==> config.mk <==
export PLATFORM = sky130hd
export DESIGN_NAME = fifo_umbral
export DESIGN_NICKNAME = d
export VERILOG_FILES = /design/src/rtl/fifo_umbral_pkg.sv /design/src/rtl/fifo_mem.sv /design/src/rtl/fifo_umbral.sv
export SDC_FILE = /design/constraint.sdc
export NUM_CORES = 1
export LEC_CHECK = 0
export ABC_AREA = 1
export CAP_MARGIN = 15
export CELL_PAD_IN_SITES_DETAIL_PLACEMENT = 0
export CELL_PAD_IN_SITES_GLOBAL_PLACEMENT = 2
export CORE_UTILIZATION = 38
export CTS_CLUSTER_SIZE = 14
export DETAILED_ROUTE_END_ITERATION = 10
export DONT_BUFFER_PORTS = 1
export PLACE_DENSITY = 0.79
export SLEW_MARGIN = 0
export SYNTH_ARGS = -nofsm -noshare
export SYNTH_HDL_FRONTEND = slang
export SYNTH_SLANG_ARGS = --single-unit
export TNS_END_PERCENT = 10
==> constraint.sdc <==
create_clock -name clk -period 2.24 [get_ports clk]
set_input_delay 0.448 -clock clk [delete_from_list [all_inputs] [get_ports clk]]
set_output_delay 0.448 -clock clk [all_outputs]
set_load 0.01 [all_outputs]
==> src/rtl/fifo_umbral_pkg.sv <==
// Shared FIFO definitions: default geometry, per-FIFO default thresholds and
// the overflow/underflow classification used by every fifo_umbral instance.
package fifo_umbral_pkg;

    localparam int FIFO_DATA_W = 6;
    localparam int FIFO_ADDR_W = 2;

    // The three FIFO flavours that feed the switch control FSM.
    typedef enum logic [1:0] {
        FIFO_MAIN = 2'd0,
        FIFO_VC   = 2'd1,
        FIFO_D    = 2'd2
    } fifo_kind_e;

    // Occupancy thresholds as presented on af_thresh/ae_thresh.
    typedef struct packed {
        logic [FIFO_ADDR_W:0] af;
        logic [FIFO_ADDR_W:0] ae;
    } fifo_thresh_t;

    // Power-up thresholds the FSM loads before its first af*/ae* update.
    function automatic fifo_thresh_t default_thresh(input fifo_kind_e kind);
        fifo_thresh_t t;
        t.af = 3'd3;
        t.ae = 3'd1;
        case (kind)
            FIFO_D:  t.af = 3'd2;
            default: t.af = 3'd3;
        endcase
        return t;
    endfunction

    // Overflow: push into a full FIFO with no pop to make room.
    // Underflow: pop from an empty FIFO (regardless of push).
    function automatic logic err_event(input logic push, input logic pop,
                                       input logic full, input logic empty);
        return (push && full && !pop) || (pop && empty);
    endfunction

endpackage

==> src/rtl/fifo_mem.sv <==
// 1-write/1-read register file, DEPTH x DATA_W. Synchronous write,
// combinational read; the owner registers the read data.
module fifo_mem #(
    parameter int DATA_W = 6,
    parameter int ADDR_W = 2
) (
    input  logic              clk,
    input  logic              we_i,
    input  logic [ADDR_W-1:0] waddr_i,
    input  logic [DATA_W-1:0] wdata_i,
    input  logic [ADDR_W-1:0] raddr_i,
    output logic [DATA_W-1:0] rdata_o
);

    localparam int DEPTH = 2 ** ADDR_W;

    logic [DATA_W-1:0] mem_q [DEPTH];

    // Write port: store one word per accepted push.
    // NOTE: the array has no reset; contents are don't-care after reset since
    // the pointers and count decide what is readable, and a reset would cost
    // a mux on every storage bit.
    always_ff @(posedge clk) begin
        if (we_i) begin
            mem_q[waddr_i] <= wdata_i;
        end
    end

    assign rdata_o = mem_q[raddr_i];

endmodule

==> src/rtl/fifo_umbral.sv <==
// Synchronous FIFO with live almost-full/almost-empty thresholds.
// Owns pointers, occupancy count, flags, registered read data and error.
// Build option FIFO_ERR_STICKY_EN: when defined, error latches until reset;
// otherwise error is a one-cycle pulse per overflow/underflow event.
module fifo_umbral
    import fifo_umbral_pkg::*;
#(
    parameter int DATA_W = FIFO_DATA_W,
    parameter int ADDR_W = FIFO_ADDR_W
) (
    input  logic              clk,
    input  logic              reset,
    input  logic              push,
    input  logic [DATA_W-1:0] data_in,
    input  logic              pop,
    input  logic [ADDR_W:0]   af_thresh,
    input  logic [ADDR_W:0]   ae_thresh,
    output logic [DATA_W-1:0] data_out,
    output logic              valid_out,
    output logic              full,
    output logic              empty,
    output logic              almost_full,
    output logic              almost_empty,
    output logic              error
);

    localparam logic [ADDR_W:0] DEPTH   = {1'b1, {ADDR_W{1'b0}}};
    localparam logic [ADDR_W:0] CNT_ONE = {{ADDR_W{1'b0}}, 1'b1};

    logic [ADDR_W-1:0] wr_ptr_q, wr_ptr_d;
    logic [ADDR_W-1:0] rd_ptr_q, rd_ptr_d;
    logic [ADDR_W:0]   count_q,  count_d;
    logic [DATA_W-1:0] data_out_q, data_out_d;
    logic              valid_out_q, valid_out_d;
    logic              error_q, error_d;

    logic              push_acc;
    logic              pop_acc;
    logic              err_evt;
    logic [DATA_W-1:0] rd_data;

    fifo_mem #(
        .DATA_W (DATA_W),
        .ADDR_W (ADDR_W)
    ) u_mem (
        .clk     (clk),
        .we_i    (push_acc),
        .waddr_i (wr_ptr_q),
        .wdata_i (data_in),
        .raddr_i (rd_ptr_q),
        .rdata_o (rd_data)
    );

    // Status flags straight from the registered count and the live thresholds.
    always_comb begin
        full         = (count_q == DEPTH);
        empty        = (count_q == '0);
        almost_full  = (count_q >= af_thresh);
        almost_empty = (count_q <= ae_thresh);
    end

    // Request qualification and next-state for pointers, count, read data and error.
    always_comb begin
        // NOTE: every output of this block is given a value before any branch,
        // so no path leaves a signal unassigned and no latch is inferred.
        push_acc    = push && (!full || pop);
        pop_acc     = pop && !empty;
        err_evt     = err_event(push, pop, full, empty);
        wr_ptr_d    = wr_ptr_q;
        rd_ptr_d    = rd_ptr_q;
        count_d     = count_q;
        data_out_d  = data_out_q;
        valid_out_d = pop_acc;

        if (push_acc) begin
            wr_ptr_d = wr_ptr_q + ADDR_W'(1);
        end
        if (pop_acc) begin
            rd_ptr_d   = rd_ptr_q + ADDR_W'(1);
            data_out_d = rd_data;
        end

        case ({push_acc, pop_acc})
            2'b10:   count_d = count_q + CNT_ONE;
            2'b01:   count_d = count_q - CNT_ONE;
            default: count_d = count_q;
        endcase

`ifdef FIFO_ERR_STICKY_EN
        error_d = error_q | err_evt;
`else
        error_d = err_evt;
`endif
    end

    // State register with synchronous reset; reset empties the FIFO in one cycle.
    always_ff @(posedge clk) begin
        // NOTE: non-blocking assignments so every register samples the
        // pre-edge values computed above, independent of statement order.
        if (reset) begin
            wr_ptr_q    <= '0;
            rd_ptr_q    <= '0;
            count_q     <= '0;
            data_out_q  <= '0;
            valid_out_q <= 1'b0;
            error_q     <= 1'b0;
        end else begin
            wr_ptr_q    <= wr_ptr_d;
            rd_ptr_q    <= rd_ptr_d;
            count_q     <= count_d;
            data_out_q  <= data_out_d;
            valid_out_q <= valid_out_d;
            error_q     <= error_d;
        end
    end

    assign data_out  = data_out_q;
    assign valid_out = valid_out_q;
    assign error     = error_q;

endmodule

After elaboration in Yosys (flattened, before gate mapping)

Memories as Yosys holds them, arrays and structs flattened. A register that Yosys moved wholly into a read port is not among the register bits.
Index checks and enable logic that the tools add are counted.

Register bits after elaboration: 9
Memory bits (writable): 24
Input port bits: 16
Output and inout bits: 12
Logic and storage cells: 30
Memories: 1

$add $sub $neg: 4
Order comparisons: 2
Equal/unequal tests: 3
Multiplexer cells: 3
Reduce and logical (&&, ||, !) cells: 12

Memories:

| memory      | words | bits a word | rd ports | clocked after Yosys merged registers in | write ports | line           | text |
|---|---|---|---|---|---|---|---|
| u_mem.mem_q | 4     | 6           | 1        | 1                                       | 1           | fifo_mem.sv:17 | `logic [DATA_W-1:0] mem_q [DEPTH];` |

Operators by type and width:

| cell                  | number |
|---|---|
| $pmux W3 S2           | 1 |
| $logic_and A1 B1 Y1   | 5 |
| $add A2 B1 Y2 const B | 2 |
| $add A3 B1 Y3 const B | 1 |
| $eq A3 B3 Y1 const B  | 1 |
| $ge A3 B3 Y1          | 1 |
| $le A3 B3 Y1          | 1 |
| $logic_not A1 Y1      | 3 |
| $logic_not A3 Y1      | 1 |
| $sub A3 B1 Y3 const B | 1 |
| $eq A2 B1 Y1 const B  | 1 |
| $eq A2 B2 Y1 const B  | 1 |
| $logic_or A1 B1 Y1    | 2 |
| $mux W1               | 2 |
| $reduce_bool A2 Y1    | 1 |

Depth between registers and ports, before layout

Depth in word-level cells: 6
Gate-level depth with buffers: 13
Mapped depth without buffers: 13

Cells and area by module

A second synthesis with hierarchy kept.

Cell total of the unflattened synthesis: 210
Area, all modules: 1,861.8 µm²

By module, submodules not included:

| module      | times used | cells an instance | area an instance (µm²) | seq. area each (µm²) |
|---|---|---|---|---|
| fifo_mem    | 1          | 101               | 1,041.0                | 720.7 |
| fifo_umbral | 1          | 109               | 820.8                  | 300.3 |

Worst setup path before layout

OpenSTA, ideal clock, no wires.

Path type: register to register
Start: register count_q[1]
End: register count_q[2]
Data arrival time: 1,607 ps
Required time: 2,127 ps
Setup slack: 520 ps
Stages on the path, launching flop included: 13
Buffers on the path: 0
Cells stage by stage: dfxtp_1 > nor2_2 > nand3_2 > nand2_2 > ha_1 > inv_1 > fa_1 > inv_1 > nand2_1 > nand3_1 > nand2_1 > nand2_1 > nor2_1

Longest elaborated chain between the ends: 6

RTL lines:

| element                                                  | line               | text |
|---|---|---|
| start: declaration                                       | fifo_umbral.sv:32  | `logic [ADDR_W:0] count_q, count_d;` |
| start signal: assignment                                 | fifo_umbral.sv:110 | `count_q <= count_d;` |
| $eq A3 B3 Y1                                             | fifo_umbral.sv:56  | `full = (count_q == DEPTH);` |
| $logic_not A1 Y1                                         | fifo_umbral.sv:66  | `push_acc = push && (!full \|\| pop);` |
| $logic_or A1 B1 Y1                                       | fifo_umbral.sv:66  |  |
| $logic_and A1 B1 Y1                                      | fifo_umbral.sv:66  |  |
| $eq A2 B1 Y1 / $eq A2 B2 Y1 (equally long branches)      | fifo_umbral.sv:83  | `case ({push_acc, pop_acc})` |
| $pmux W3 S2 / $reduce_bool A2 Y1 (equally long branches) | -                  |  |

Several ways; a longest one is shown, not always the timed one.
A chain may end at the register's enable or synchronous reset.

Final worst setup path

Ends and elaborated chain as after synthesis.

==> impl_metrics.env <==
export IMPL_rsz0062_at_grt="false"
export IMPL_grtUsageMet3=0.0458
export IMPL_hold_viol=0
export IMPL_met1_usage=0.167
export IMPL_setup_viol=0
export IMPL_fillerInstances=490
export IMPL_synth_fp_nets=237
export IMPL_cts_root_buffer="clkbuf_8"
export IMPL_cp_data_required_time_ps=2430
export IMPL_cts_hold_buf=0
export IMPL_synth_edf_count=24
export IMPL_die_width_um=72.5
export IMPL_p_leak_nw=0.936
export IMPL_grt_use_total=0.152
export IMPL_period_share=0.847
export IMPL_syn_area_per_cell_um2=9.05
export IMPL_synth_area_top_cells="edfxtp_1 38%, dfxtp_1 16%, nand2_1 10%, ha_1 7.3%, inv_1 6.6%"
export IMPL_setup_tns_ps=0
export IMPL_syn_inst=209
export IMPL_met2_usage=0.273
export IMPL_worst_slew_pin_slew_ps=486
export IMPL_finalPower_mw=2.15
export IMPL_drt_total_wl_mm=3.38
export IMPL_worst_skew_pair_late_latency_ps=290
export IMPL_nets=244
export IMPL_drv_cap=0
export IMPL_diodes=0
export IMPL_powerDensity_nw_per_um2=1030
export IMPL_pin_count=28
export IMPL_whs_ps=215
export IMPL_layout_drive_gt1_share=0.0968
export IMPL_antenna_left=0
export IMPL_skew_ps=9.54
export IMPL_wl_per_cell_um=11.9
export IMPL_io_buffers=0
export IMPL_grt_pass1_wl_mm=5.91
export IMPL_busiest_layer="met2"
export IMPL_drtIter0Drc=50
export IMPL_slew_headroom=0.674
export IMPL_hp_class="in -> reg"
export IMPL_via_count=1275
export IMPL_numCtsBuffers=5
export IMPL_core_area_um2=4750
export IMPL_rows=25
export IMPL_synth_warnings=0
export IMPL_worstSetupPathType="reg -> reg"
export IMPL_h_tree_depth=2
export IMPL_grt_pass1_vias=1285
export IMPL_gr_total_overflow=0
export IMPL_die_area_um2=5260
export IMPL_synthesis_area_um2=1890
export IMPL_async_flop_share=0
export IMPL_cts_setup_buffers=0
export IMPL_worstPathMaxFanout=6
export IMPL_grt_max_degree=17
export IMPL_multi_input_area_um2=692
export IMPL_power_ir_vdd_worst_mv=0.492
export IMPL_post_cts_resized=0
export IMPL_synth_commonest_cells="52 x nand2_1, 33 x inv_1, 24 x edfxtp_1, 22 x nor2_1, 19 x nand3_1"
export IMPL_status="finished clean"
export IMPL_ys_ff_latch=39
export IMPL_drc=0
export IMPL_synth_cell_type_count=23
export IMPL_routed_via_density=4.49
export IMPL_fin_util=0.438
export IMPL_placed_cell_area_um2=1970
export IMPL_synth_area_leader_cell="edfxtp_1"
export IMPL_seq_area_frac_synth=0.540
export IMPL_cts_sinks=39
export IMPL_gp_congestion=0.728
export IMPL_arrival_ps=2080
export IMPL_startpoint_type="flip-flop"
export IMPL_period_minus_slack_ps=1900
export IMPL_drv_slew=0
export IMPL_cts_tree="done"
export IMPL_clock_fmax_mhz=527
export IMPL_clk_path_buf_depth=2
export IMPL_yosysMostFrequentCell="nand2_1"
export IMPL_design_area_um2=2080
export IMPL_die_h_um=72.5
export IMPL_synth_top_area_share=0.381
export IMPL_initial_utilization=0.398
export IMPL_drt_pass1_iterations=4
export IMPL_dominantRegCellSynth="edfxtp_1"
export IMPL_dpl_hpwl_mm=2.54
export IMPL_clkSlewWorstSetupHoldPaths_ps=80
export IMPL_antenna_found_initial=0
export IMPL_endpoint_kind="flip-flop"
export IMPL_seq_area_um2=1020
export IMPL_area_growth_pct=10.2
layout by cell type, fill, tap and decap left out, types with 2 or more instances in the layout:
master	instances
or2_1	4
dfxtp_1	15
nand2_4	2
a21oi_1	8
nand3_1	19
or2_0	2
nor2_1	22
clkbuf_8	6
inv_2	2
inv_1	33
edfxtp_1	24
ha_1	11
buf_4	5
o21ai_0	3
nand2_1	52
worst max-delay path, stage by stage, from the launching register on:
cell,delay (ps)
dfxtp_1,370
nor2_2,180
nand3_2,150
nand2_2,130
ha_1,180
inv_1,60
fa_1,380
inv_1,70
nand2_1,40
nand3_1,80
nand2_1,60
nand2_1,50
nor2_1,40
layer usage:
| metal | wire, um | up-vias |
|---|---|---|
| met3 | 155 | 7 |
| li1 | - | 671 |
| met2 | 1730 | 24 |
| met4 | 55 | 0 |
| met1 | 1440 | 573 |
| met5 | 0 | - |
report_power, final:
group / internal (mW) / total [mW] / switching (mW) / leakage [nW]
Combinational: 0.210 / 0.589 / 0.379 / 0.531
Clock: 0.360 / 0.594 / 0.234 / 0.0612
Sequential: 0.864 / 0.965 / 0.101 / 0.344
flip-flops by register name, summed over array words and instances, names as in the netlist:
register,count
count_q,3
u_mem.mem_q,24
wr_ptr_q,2
data_out,6
error,1
valid_out,1
rd_ptr_q,2
kinds of logic (layout without fill, tap and decap cells):
family,Yosys count,after routing,share of synthesized area
buffers and inverters,40,48,0.0940
DFF,39,39,0.540
and+or+nand+nor,106,106,0.250
AOI/OAI and AO/OA,12,12,0.0331
adders and majority gates,12,12,0.0834
final cells by class:
class	count	share of cell area
flip-flops and latches	39	0.490
inverters	35	0.0631
repair buffers	5	0.0180
well taps	67	0.0402
clock buffers	6	0.0396
multi-input cells	130	0.332
clock inverters	2	0.0168
path summary, 6_finish.rpt:
kind	from	endpoint	slack [ps]	cells past startpoint
hold reg to reg	rd_ptr_q[1]$_SDFFE_PP0P_	rd_ptr_q[1]$_SDFFE_PP0P_	480	2
setup / recovery	count_q[1]$_SDFFE_PP0P_	count_q[2]$_SDFFE_PP0P_	340	12
setup reg to reg	count_q[1]$_SDFFE_PP0P_	count_q[2]$_SDFFE_PP0P_	340	12
hold / removal	reset	rd_ptr_q[1]$_SDFFE_PP0P_	220	1
stage by stage:
stage | instances | worst slack, ps
after floorplan | 209 | 520
after global placement | 276 | 409
after detailed placement | 276 | 347
after CTS | 284 | 337
after global routing | 284 | 137
final | 284 | 343
Note: power is estimated with default switching activity, not from simulation.
